[src/rtl/clk_ratio_pkg.sv]
// rtl/clk_ratio_pkg.sv - shared types and constants for the clock ratio monitor
package clk_ratio_pkg;

  // Measurement FSM: waiting for the first edge, or timing periods edge to edge
  typedef enum logic [0:0] {
    IDLE = 1'b0,
    MEAS = 1'b1
  } state_e;

  // Width of the consecutive-match counter; bounds LOCK_CNT to 1..15
  localparam int MATCH_W = 4;

endpackage

[src/rtl/edge_detect_rise.sv]
// rtl/edge_detect_rise.sv - two-stage sampler producing a rising-edge strobe
module edge_detect_rise (
  input  logic clk,
  input  logic rst,
  input  logic sig_in,
  output logic sig_q,
  output logic rise
);

  logic sig_d;

  // Sample the input and keep the previous sample for edge comparison
  always_ff @(posedge clk or posedge rst) begin
    if (rst) begin
      sig_q <= 1'b0;
      sig_d <= 1'b0;
    end else begin
      sig_q <= sig_in;
      sig_d <= sig_q;
    end
  end

  assign rise = sig_q & ~sig_d;

endmodule

[src/rtl/clk_ratio_monitor.sv]
// rtl/clk_ratio_monitor.sv - measures period and high time of a divided clock and tracks lock
module clk_ratio_monitor
  import clk_ratio_pkg::*;
#(
  parameter int CNT_W    = 8,
  parameter int LOCK_CNT = 3
) (
  input  logic             clk,
  input  logic             rst,
  input  logic             sig_in,
  output logic [CNT_W-1:0] period,
  output logic [CNT_W-1:0] high_time,
  output logic             valid,
  output logic             locked,
  output logic             ratio_err
);

  localparam logic [CNT_W-1:0]   CNT_ONE = CNT_W'(1);
  localparam logic [CNT_W-1:0]   CNT_MAX = '1;
  localparam logic [MATCH_W-1:0] M_ONE   = MATCH_W'(1);
  localparam logic [MATCH_W-1:0] LOCK_TH = MATCH_W'(LOCK_CNT);

  logic sig_q;
  logic rise;

  state_e             state_q, state_d;
  logic [CNT_W-1:0]   cnt_q, cnt_d;
  logic [CNT_W-1:0]   hcnt_q, hcnt_d;
  logic [CNT_W-1:0]   period_q, period_d;
  logic [CNT_W-1:0]   high_q, high_d;
  logic               valid_q, valid_d;
  logic               locked_q, locked_d;
  logic               err_q, err_d;
  logic [MATCH_W-1:0] match_q, match_d;
  logic               same;

  edge_detect_rise u_edge (
    .clk    (clk),
    .rst    (rst),
    .sig_in (sig_in),
    .sig_q  (sig_q),
    .rise   (rise)
  );

  // A new measurement only extends a run if a run is already in progress;
  // after reset or overflow the held period is stale and must not count
  assign same = (cnt_q == period_q) && (hcnt_q == high_q) && (match_q != '0);

  // FSM, counters, compare and lock bookkeeping
  always_comb begin
    state_d  = state_q;
    cnt_d    = cnt_q;
    hcnt_d   = hcnt_q;
    period_d = period_q;
    high_d   = high_q;
    valid_d  = 1'b0;
    err_d    = 1'b0;
    match_d  = match_q;
    locked_d = locked_q;
    case (state_q)
      IDLE: begin
        if (rise) begin
          state_d = MEAS;
          cnt_d   = CNT_ONE;
          hcnt_d  = CNT_ONE;
        end
      end
      MEAS: begin
        if (rise) begin
          period_d = cnt_q;
          high_d   = hcnt_q;
          valid_d  = 1'b1;
          cnt_d    = CNT_ONE;
          hcnt_d   = CNT_ONE;
          if (same) begin
            match_d = (match_q >= LOCK_TH) ? match_q : match_q + M_ONE;
          end else begin
            match_d = M_ONE;
            err_d   = locked_q;
          end
          locked_d = (match_d >= LOCK_TH);
        end else if (cnt_q == CNT_MAX) begin
          // Period too long to represent: abandon it and resynchronise
          err_d    = 1'b1;
          locked_d = 1'b0;
          match_d  = '0;
          state_d  = IDLE;
        end else begin
          cnt_d  = cnt_q + CNT_ONE;
          hcnt_d = hcnt_q + CNT_W'(sig_q);
        end
      end
      default: state_d = IDLE;
    endcase
  end

  // State and output registers
  always_ff @(posedge clk or posedge rst) begin
    if (rst) begin
      state_q  <= IDLE;
      cnt_q    <= '0;
      hcnt_q   <= '0;
      period_q <= '0;
      high_q   <= '0;
      valid_q  <= 1'b0;
      locked_q <= 1'b0;
      err_q    <= 1'b0;
      match_q  <= '0;
    end else begin
      state_q  <= state_d;
      cnt_q    <= cnt_d;
      hcnt_q   <= hcnt_d;
      period_q <= period_d;
      high_q   <= high_d;
      valid_q  <= valid_d;
      locked_q <= locked_d;
      err_q    <= err_d;
      match_q  <= match_d;
    end
  end

  assign period    = period_q;
  assign high_time = high_q;
  assign valid     = valid_q;
  assign locked    = locked_q;
  assign ratio_err = err_q;

endmodule

[config.mk]
export PLATFORM = sky130hd
export DESIGN_NAME = clk_ratio_monitor
export DESIGN_NICKNAME = d
export VERILOG_FILES = /design/src/rtl/clk_ratio_pkg.sv /design/src/rtl/edge_detect_rise.sv /design/src/rtl/clk_ratio_monitor.sv
export SDC_FILE = /design/constraint.sdc
export NUM_CORES = 1
export LEC_CHECK = 0
export ABC_AREA = 1
export BUFFER_PORTS_ARGS = -buffer_cell sky130_fd_sc_hd__buf_2
export CELL_PAD_IN_SITES_DETAIL_PLACEMENT = 1
export CELL_PAD_IN_SITES_GLOBAL_PLACEMENT = 1
export CORE_MARGIN = 2
export CORE_UTILIZATION = 43
export DETAILED_ROUTE_END_ITERATION = 12
export GPL_TIMING_DRIVEN = 0
export PLACE_DENSITY_LB_ADDON = 0.1
export SLEW_MARGIN = 20
export SYNTH_ARGS = -nofsm -noshare
export SYNTH_HDL_FRONTEND = slang
export SYNTH_SLANG_ARGS = --single-unit
[constraint.sdc]
create_clock -name clk -period 1.9 [get_ports clk]
set_clock_uncertainty 0.05 [all_clocks]
set_input_delay 0.19 -clock clk [delete_from_list [all_inputs] [get_ports clk]]
set_output_delay 0.19 -clock clk [all_outputs]
set_load 0.005 [all_outputs]
==> flow_metrics.tcl <==
set metrics [dict create \
    synth_seq_area_share 0.482 \
    post_cts_buffers 0 \
    critPathCaptureType "flip-flop" \
    start_kind "flip-flop" \
    numCtsBuffers 5 \
    maxSlewHeadroom 0.718 \
    drt_iter0_drc 71 \
    dieWidth_um 75.2 \
    r2r_cells 8 \
    synth_nets 276 \
    postRouteAntennaNets 0 \
    grt_max_degree 32 \
    power_leakage_nw 1.30 \
    drc 0 \
    core_um2 4820 \
    firstDrtPassIters 4 \
    syn_avg_cell_area_um2 8.13 \
    grt_pass1_wl_mm 8.66 \
    clk_pin_slew_ps 80 \
    cp_data_required_time_ps 2080 \
    die_area_um2 5650 \
    wl_per_cell_um 13.9 \
    cts_num_sinks 42 \
    place.gp.congestion 0.789 \
    track_usage 0.205 \
    rsz0062_at_grt "false" \
    seqCellArea_um2 1050 \
    fin_ws_ps 112 \
    post-route-min-period_ps 1790 \
    yosys.cell_types.count 28 \
    io_buffers 21 \
    hold_viol_final 0 \
    power.density_nw_per_um2 1000 \
    cp.arrival_ps 1970 \
    drive_gt1_frac 0.180 \
    synth-seq-cells 42 \
    cts_tree "built" \
    synth_warnings 0 \
    fillers 619 \
    r2r_end "cnt_q[3]" \
    io_pins 22 \
    grt_overflow 0 \
    rows 25 \
    report.final.slew_viol_count 0 \
    die_y_um 75.2 \
    vias_per_cell 4.98 \
    cts_max_level 2 \
    area_growth_pct 15.6 \
    ir_worst_vdd_mv 0.623 \
    clk_path_buf_depth 2 \
    worst_skew_pair.late_latency_ps 300 \
    dr_total_vias 1826 \
    multi_input_area_um2 956 \
    synth_area_um2 2180 \
    antenna_found_initial 0 \
    tns_ps 0 \
    synth_cells 268 \
    grt_pass1_vias 1821 \
    power.total_w 0.00252 \
    wl_mm 5.09 \
    fmax_ghz 0.559 \
    hp-class "input pin to async pin" \
    worstMarginPinSlew_ps 422 \
    setup_violations 0 \
    drv_cap 0 \
    post-place-ws_ps -17.3 \
    criticalPathCategory "flip-flop to flip-flop" \
    worstReg2RegStart "cnt_q[0]" \
    root_buffer "clkbuf_8" \
    critPathMaxFanout 8 \
    start_util 0.452 \
    crit_end "cnt_q[3]" \
    r2r_setup_slack_ps 110 \
    final_nets 307 \
    num_antenna_cells 0 \
    outcome "completed" \
    critPathLaunch "cnt_q[0]" \
    dp_hpwl_mm 3.75 \
    period_share 0.941 \
]
[what timing repair did]
| action | in CTS | in global routing |
|---|---|---|
| hold endpoints to repair | 12 | 0 |
| endpoints found under the setup margin | 11 | 10 |
| resized for setup | 2 | 4 |
| hold buffers | 2 | 0 |
[worst max-delay path, cell delays in order (launching register included)]
cell and delay [ps]:
dfrtp_1 430, ha_1 260, nand3_2 120, nor3_4 50, nand3_2 90, nand2_1 120
nor2_2 360, nand3_1 150, o21ai_2 80
[synthesized netlist by cell type]
| master | n | area share |
|---|---|---|
| o21ai_1 | 1 | 0.0023 |
| nor2_1 | 19 | 0.033 |
| o32ai_1 | 1 | 0.0040 |
| nand2_1 | 83 | 0.14 |
| o21ai_0 | 23 | 0.053 |
| nor3_1 | 2 | 0.0046 |
| o21ai_2 | 6 | 0.024 |
| nor3b_1 | 1 | 0.0034 |
| buf_2 | 3 | 0.0069 |
| nor4_1 | 1 | 0.0029 |
| inv_1 | 38 | 0.065 |
| nand3_2 | 2 | 0.0092 |
| nand3_1 | 13 | 0.030 |
| o22ai_2 | 1 | 0.0057 |
| inv_2 | 1 | 0.0017 |
| xor2_1 | 3 | 0.012 |
| nor2_4 | 1 | 0.0052 |
| nor3_2 | 1 | 0.0046 |
| ha_1 | 5 | 0.029 |
| nand2_4 | 2 | 0.010 |
| bufinv_8 | 1 | 0.0080 |
| buf_6 | 1 | 0.0052 |
| or2_2 | 1 | 0.0029 |
| xnor2_1 | 7 | 0.028 |
| dfrtp_1 | 42 | 0.48 |
| a21boi_0 | 1 | 0.0034 |
| nand4_1 | 3 | 0.0086 |
| a21oi_1 | 5 | 0.011 |
[power by group]
| group | total, W | leakage [nW] | internal [W] | switching, W |
|---|---|---|---|---|
| sequential | 0.00122 | 0.551 | 0.00104 | 0.000173 |
| clock | 0.000603 | 0.0482 | 0.000293 | 0.000310 |
| combinational | 0.000704 | 0.696 | 0.000302 | 0.000401 |
| total | 0.00252 | 1.30 | 0.00164 | 0.000884 |
[cell type report]
| class | instances | area share |
|---|---|---|
| clock inverters | 1 | 0.00199 |
| flip-flops and latches | 42 | 0.418 |
| repair buffers | 24 | 0.0576 |
| inverters | 40 | 0.0651 |
| plain buffers | 4 | 0.0104 |
| well taps | 67 | 0.0333 |
| multi-input cells | 182 | 0.380 |
| clock buffers | 7 | 0.0343 |
[worst min-delay path by stage]
stage	endpoint	slack, ps	depth (start not counted)
after floorplan	u_edge.sig_q	170	0
after global placement	u_edge.sig_q	250	1
after detailed placement	match_q[3]	100	2
after CTS	match_q[3]	320	3
after global routing	match_q[3]	360	3
final	match_q[0]	320	3
[logic make-up after synthesis]
family | count (synthesis) | share of synthesized area
buf+inv | 44 | 0.0873
flops | 42 | 0.482
simple gates | 129 | 0.257
xor+xnor | 10 | 0.0402
fa+ha+maj | 5 | 0.0287
compound gates | 38 | 0.104
[placed cells by master (no fill, tap or decap), types with 2 or more instances in the layout]
cell	synthesis	routed
nor3_1	2	2
buf_2	3	24
xor2_1	3	3
nor2_4	1	2
nand3_2	2	2
nand2_4	2	2
inv_1	38	37
o21ai_2	6	6
o21ai_0	23	23
clkbuf_8	0	6
dlygate4sd3_1	0	2
xnor2_1	7	7
a21oi_1	5	5
nand2_1	83	82
ha_1	5	5
nand3_1	13	13
dfrtp_1	42	41
nand4_1	3	3
inv_2	1	2
nor2_1	19	17
[through the flow]
step	std cells	instance area (um^2)	hold WS (ps)	util
2_1_floorplan	268	2180	171	-
3_3_place_gp	356	2370	249	0.491
3_5_place_dp	357	2390	97.5	0.496
4_1_cts	367	2500	318	0.520
5_1_grt	367	2520	362	0.523
6_report	367	2520	320	0.523
[sequential cells by signal, summed over array words and instances, names as in the netlist, 4 cells and up]
signal,cells
cnt_q,8
hcnt_q,8
high_time,8
period,8
match_q,4
[metal layers]
layer  global-route usage  vias up  wire length [um]
li1                     -      898                 -
met1                0.280      890              2480
met2                0.327       26              2370
met3               0.0388       12               145
met4               0.0702        0               100
met5                    0        -                 0
(Power assumes the default switching activity.)
